**src/rtl/keypad_scanner.sv**
```systemverilog
// Matrix keypad scanner: one-hot row drive, column sync, press/release debounce,
// multi-key error pulse. Current FSM state is visible on o_dbg_state.
module keypad_scanner #(
  parameter int NROWS    = 4,
  parameter int NCOLS    = 4,
  parameter int SCAN_DIV = 16,
  parameter int DEBOUNCE = 8,
  localparam int KW      = $clog2(NROWS*NCOLS)
) (
  input  logic             clk,
  input  logic             reset,
  input  logic [NCOLS-1:0] c,
  output logic [NROWS-1:0] r,
  output logic [KW-1:0]    key_code,
  output logic             key_valid,
  output logic             key_held,
  output logic             multi_err,
  output logic [1:0]       o_dbg_state
);

  localparam int RW = $clog2(NROWS);
  localparam int CW = $clog2(NCOLS);
  localparam int DW = $clog2(SCAN_DIV);
  localparam int BW = $clog2(DEBOUNCE+1);

  localparam logic [RW-1:0] ROW_LAST  = RW'(NROWS-1);
  localparam logic [DW-1:0] DWELL_END = DW'(SCAN_DIV-1);
  localparam logic [BW-1:0] CNT_LAST  = BW'(DEBOUNCE-1);
  localparam logic [BW-1:0] CNT_MAX   = BW'(DEBOUNCE);

  typedef enum logic [1:0] {
    ST_SCAN       = 2'd0,
    ST_PRESS_DB   = 2'd1,
    ST_HELD       = 2'd2,
    ST_RELEASE_DB = 2'd3
  } state_t;

  state_t           r_state, w_state_nxt;
  logic [NCOLS-1:0] r_c_meta, r_cs;
  logic [RW-1:0]    r_row, w_row_nxt;
  logic [DW-1:0]    r_dwell, w_dwell_nxt;
  logic [BW-1:0]    r_cnt, w_cnt_nxt;
  logic [CW-1:0]    r_cap_col, w_cap_col_nxt;
  logic [KW-1:0]    r_key_code, w_code_nxt;
  logic             r_key_valid, w_valid_nxt;
  logic             r_key_held, w_held_nxt;
  logic             r_multi_err, w_err_nxt;

  logic [RW-1:0]    w_row_inc;
  logic [BW-1:0]    w_cnt_inc;
  logic [CW-1:0]    w_idx;
  logic [KW-1:0]    w_code;
  logic             w_any, w_multi, w_match, w_cap_bit, w_dwell_last;

  // While a key is captured r_row is not advanced, so it doubles as the captured row.
  assign w_row_inc    = (r_row == ROW_LAST) ? '0 : r_row + 1'b1;
  assign w_cnt_inc    = (r_cnt == CNT_MAX) ? r_cnt : r_cnt + 1'b1;
  assign w_dwell_last = (r_dwell == DWELL_END);
  assign w_any        = |r_cs;
  assign w_multi      = |(r_cs & (r_cs - 1'b1));
  assign w_match      = (r_cs == (NCOLS'(1) << r_cap_col));
  assign w_cap_bit    = r_cs[r_cap_col];
  assign w_code       = KW'(int'(r_row) * NCOLS + int'(r_cap_col));

  always_comb begin
    w_idx = '0;
    for (int i = 0; i < NCOLS; i++) begin
      if (r_cs[i]) w_idx = i[CW-1:0];
    end
  end

  always_comb begin
    w_state_nxt   = r_state;
    w_row_nxt     = r_row;
    w_dwell_nxt   = r_dwell;
    w_cnt_nxt     = r_cnt;
    w_cap_col_nxt = r_cap_col;
    w_code_nxt    = r_key_code;
    w_valid_nxt   = 1'b0;
    w_held_nxt    = r_key_held;
    w_err_nxt     = 1'b0;
    case (r_state)
      ST_SCAN: begin
        if (!w_dwell_last) begin
          w_dwell_nxt = r_dwell + 1'b1;
        end else begin
          w_dwell_nxt = '0;
          if (!w_any) begin
            w_row_nxt = w_row_inc;
          end else if (w_multi) begin
            w_err_nxt = 1'b1;
            w_row_nxt = w_row_inc;
          end else begin
            w_cap_col_nxt = w_idx;
            w_cnt_nxt     = '0;
            w_state_nxt   = ST_PRESS_DB;
          end
        end
      end
      ST_PRESS_DB: begin
        if (!w_match) begin
          w_state_nxt = ST_SCAN;
          w_row_nxt   = w_row_inc;
          w_dwell_nxt = '0;
        end else begin
          w_cnt_nxt = w_cnt_inc;
          if (r_cnt == CNT_LAST) begin
            w_state_nxt = ST_HELD;
            w_valid_nxt = 1'b1;
            w_code_nxt  = w_code;
            w_held_nxt  = 1'b1;
          end
        end
      end
      ST_HELD: begin
        if (!w_cap_bit) begin
          w_state_nxt = ST_RELEASE_DB;
          w_cnt_nxt   = '0;
        end
      end
      ST_RELEASE_DB: begin
        if (w_cap_bit) begin
          w_state_nxt = ST_HELD;
        end else begin
          w_cnt_nxt = w_cnt_inc;
          if (r_cnt == CNT_LAST) begin
            w_state_nxt = ST_SCAN;
            w_row_nxt   = w_row_inc;
            w_dwell_nxt = '0;
            w_held_nxt  = 1'b0;
          end
        end
      end
      default: w_state_nxt = ST_SCAN;
    endcase
  end

  always_ff @(posedge clk) begin
    if (reset) begin
      r_state     <= ST_SCAN;
      r_c_meta    <= '0;
      r_cs        <= '0;
      r_row       <= '0;
      r_dwell     <= '0;
      r_cnt       <= '0;
      r_cap_col   <= '0;
      r_key_code  <= '0;
      r_key_valid <= 1'b0;
      r_key_held  <= 1'b0;
      r_multi_err <= 1'b0;
    end else begin
      r_state     <= w_state_nxt;
      r_c_meta    <= c;
      r_cs        <= r_c_meta;
      r_row       <= w_row_nxt;
      r_dwell     <= w_dwell_nxt;
      r_cnt       <= w_cnt_nxt;
      r_cap_col   <= w_cap_col_nxt;
      r_key_code  <= w_code_nxt;
      r_key_valid <= w_valid_nxt;
      r_key_held  <= w_held_nxt;
      r_multi_err <= w_err_nxt;
    end
  end

  assign r           = NROWS'(1) << r_row;
  assign key_code    = r_key_code;
  assign key_valid   = r_key_valid;
  assign key_held    = r_key_held;
  assign multi_err   = r_multi_err;
  assign o_dbg_state = r_state;

endmodule

```
**config.mk**
```make
export PLATFORM = sky130hd
export DESIGN_NAME = keypad_scanner
export DESIGN_NICKNAME = d
export VERILOG_FILES = /design/src/rtl/keypad_scanner.sv
export SDC_FILE = /design/constraint.sdc
export NUM_CORES = 1
export LEC_CHECK = 0
export CELL_PAD_IN_SITES_DETAIL_PLACEMENT = 0
export CELL_PAD_IN_SITES_GLOBAL_PLACEMENT = 1
export CORE_AREA = 10 10 72 74
export DETAILED_ROUTE_END_ITERATION = 7
export DIE_AREA = 0 0 82 84
export PLACE_DENSITY_LB_ADDON = 0.1
export SKIP_LAST_GASP = 1
export SYNTH_ARGS = -nofsm -noshare
export SYNTH_HDL_FRONTEND = slang
export SYNTH_SLANG_ARGS = --single-unit
```
**constraint.sdc**
```tcl
create_clock -name clk -period 2.7 [get_ports clk]
set_input_delay 0.54 -clock clk [delete_from_list [all_inputs] [get_ports clk]]
set_output_delay 0.54 -clock clk [all_outputs]
set_load 0.1 [all_outputs]
```
==> metrics.txt <==
largest family of logic cells by synthesized area=simple AND/OR/NAND/NOR gates; Yosys reg bits=29; # H-tree levels=2; Detailed Routing Iterations Pass 1=4; TritonCTS Buffers=5; area grow syn2layout=19.6%; CTS root buffer=clkbuf_8; Mapped Cells=170; DP Cell Count=231; first-pass GRT wire length=6.07 mm; Clock transition at path regs=0.07 ns; ANT cells=0; clk_lat worst skew=0.27 ns; yosys warns=0; Core ar.=3860 um^2; Post-Syn Area per Cell=8.82 um^2; distinct cell type count after synthesis=51; Final GP Congestion=0.770; Clock Tree Buf Depth=2; Slew Limit Fails=0; xor-xnor portion of the synthesized cell area=0.00584; cell row count=23; Initial Utilization=0.389; Residual DRC=0; sequential-to-total area share from yosys stat=0.387; syn nets=183; initial antenna violation count=0; min Tclk post-route=2.18 ns; Final Hold Vio Count=0; CP arrival=2.35 ns; final core occ=0.465; ANT nets after route=0; multiplexer share of the synthesized area=0.0492; Synth Area in Adders=0.0584; full die area=6890 um^2; Post-CTS Setup Bufs=0; RSZ-0062 raised after global routing=false; HP Class=reg2reg; number of global-route vias before repair=1213; VDD IR max=0.250 mV; Layout Nets=201; Routed Wire Length=3.45 mm; Post-Syn Area=1500 um^2; Detail Placement HPWL=2.53 mm; placed cell area=1670 um^2; Slew @ Worst Pin=0.618 ns; Top FF cell, synth=dfxtp_1; DR vias/cell=5.29; P_leak=0.641 nW; post-synthesis simple-gate area fraction=0.256; ys async rst share=0; Startpoint Class=flip-flop; Pwr Density=544 nW/um^2; status=finished clean; input/output buffers=18; CP max FO=6; 1st-iter DRT viols=123; Worst Skew=0.00488 ns; I/O Pins=19; hold buffer count at cts=0; die height=84 um; Setup WS post-layout=0.517 ns; chip width=82 um; CP required=2.87 ns; final count of negative-setup-slack endpoints=0; kind of critical path=reg2reg; Design Area, Final=1790 um^2; Fmax=0.458 GHz; Synth Area in Compound Gates=0.192; largest net degree at the start of global routing=20; crit share post-route=0.809; GRT overflow=0; TritonCTS clock tree=built; Non-Filler Instances=239; DP Worst Slack=0.528 ns; CP endpoint kind=flip-flop; Tot GR Track Use=0.111; WL per Instance=14.4 um; EDFF count, synth=0; post-cts sizing count=0; relative slew slack=0.588; number of max-cap violations=0; setup TNS=0 ns; layout cell share with drive strength beyond 1=0.159; via count=1265; CTS sink cnt=29
-- per-layer routing --
metal / GRT usage / share of wire / vias to the layer above
met5: 0 / 0 / -
met4: 0.0387 / 0.013 / 0
met3: 0.0496 / 0.057 / 4
met2: 0.148 / 0.43 / 25
met1: 0.150 / 0.50 / 582
li1: - / - / 654
-- placed cells by master (no fill, tap or decap), drive strengths merged, types with 3 or more instances in the layout --
cell           count
a211oi             3
a21oi             13
buf               15
clkbuf             6
clkdlybuf4s50      5
dfxtp             29
ha                 7
inv                7
mux2i              4
nand2             10
nand3              4
nand3b             3
nor2              12
nor2b             10
nor3               7
nor3b              4
o211ai             3
o21ai              6
-- power breakdown --
part,leakage (nW),internal [mW],switching (mW)
Sequential,0.236,0.439,0.00962
Clock,0.0574,0.300,0.168
Combinational,0.348,0.0252,0.0349
Total,0.641,0.764,0.213
-- flip-flops by register name (all words and copies together) (netlist names) --
name and count:
key_code 4, r_c_meta 4, r_cnt 4, r_cs 4, r_dwell 4, o_dbg_state 2, r_cap_col 2, r_row 2
key_held 1, key_valid 1, multi_err 1
-- kinds of logic (layout without fill, tap and decap cells) --
family | count (synthesis) | count (layout)
multiplexers | 6 | 6
AND/OR/NAND/NOR | 68 | 68
flip-flops | 29 | 29
XOR/XNOR | 1 | 1
adder cells (fa/ha/maj) | 7 | 7
AO/OA/AOI/OAI | 43 | 43
buffers and inverters | 16 | 35
-- through the flow --
step	total power, mW	hold slack, ns
after floorplan	0.501	0.414
after CTS	0.990	0.450
after detailed placement	0.518	0.432
after global placement	0.517	0.432
after global routing	1.02	0.462
final	0.976	0.444
-- layout make-up --
cell class / instances / area (um^2)
clock buffer: 6 / 82.6
inverter: 7 / 26.3
fill: 395 / 2060
sequential: 29 / 581
multi-input combinational: 125 / 842
tap: 50 / 62.6
timing repair buffer: 20 / 163
clock inverter: 2 / 37.5
-- cell usage after synthesis (2+ instances only) --
master / instances / area [um^2]
nor3_1: 7 / 35.0
o21a_1: 2 / 15.0
o311ai_0: 2 / 17.5
nand2b_1: 2 / 12.5
nor2_1: 12 / 45.0
or3_1: 2 / 12.5
nand3b_1: 3 / 22.5
a41oi_1: 2 / 17.5
ha_1: 7 / 87.6
nor3b_1: 4 / 30.0
a31oi_1: 2 / 12.5
nand2_1: 10 / 37.5
nand3_1: 4 / 20.0
o21ai_0: 6 / 30.0
clkbuf_1: 5 / 18.8
mux2i_1: 4 / 40.0
and3_1: 2 / 12.5
buf_6: 2 / 22.5
o211ai_1: 3 / 22.5
nor2b_1: 10 / 62.6
a22oi_1: 2 / 15.0
a21oi_1: 13 / 65.1
dfxtp_1: 29 / 581
inv_1: 7 / 26.3
a211oi_1: 2 / 15.0
-- path summary, 6_finish.rpt --
kind | from | end | slack, ns | cells after the start
worst max-delay path | r_cap_col[0] | r_row[0] | 0.52 | 5
worst min-delay path | r_c_meta[2] | r_cs[2] | 0.44 | 1
worst max register to register | r_cap_col[0] | r_row[0] | 0.52 | 5
worst min register to register | r_c_meta[2] | r_cs[2] | 0.44 | 1
-- worst max-delay path, cell delays in order (launching register included) --
cell     delay (ns)
dfxtp_1        0.45
mux4_2         0.54
or2_1          0.26
and2_4         0.19
nor3_1         0.27
mux2_2         0.37
No activity file was read; power rests on OpenSTA's default activity.
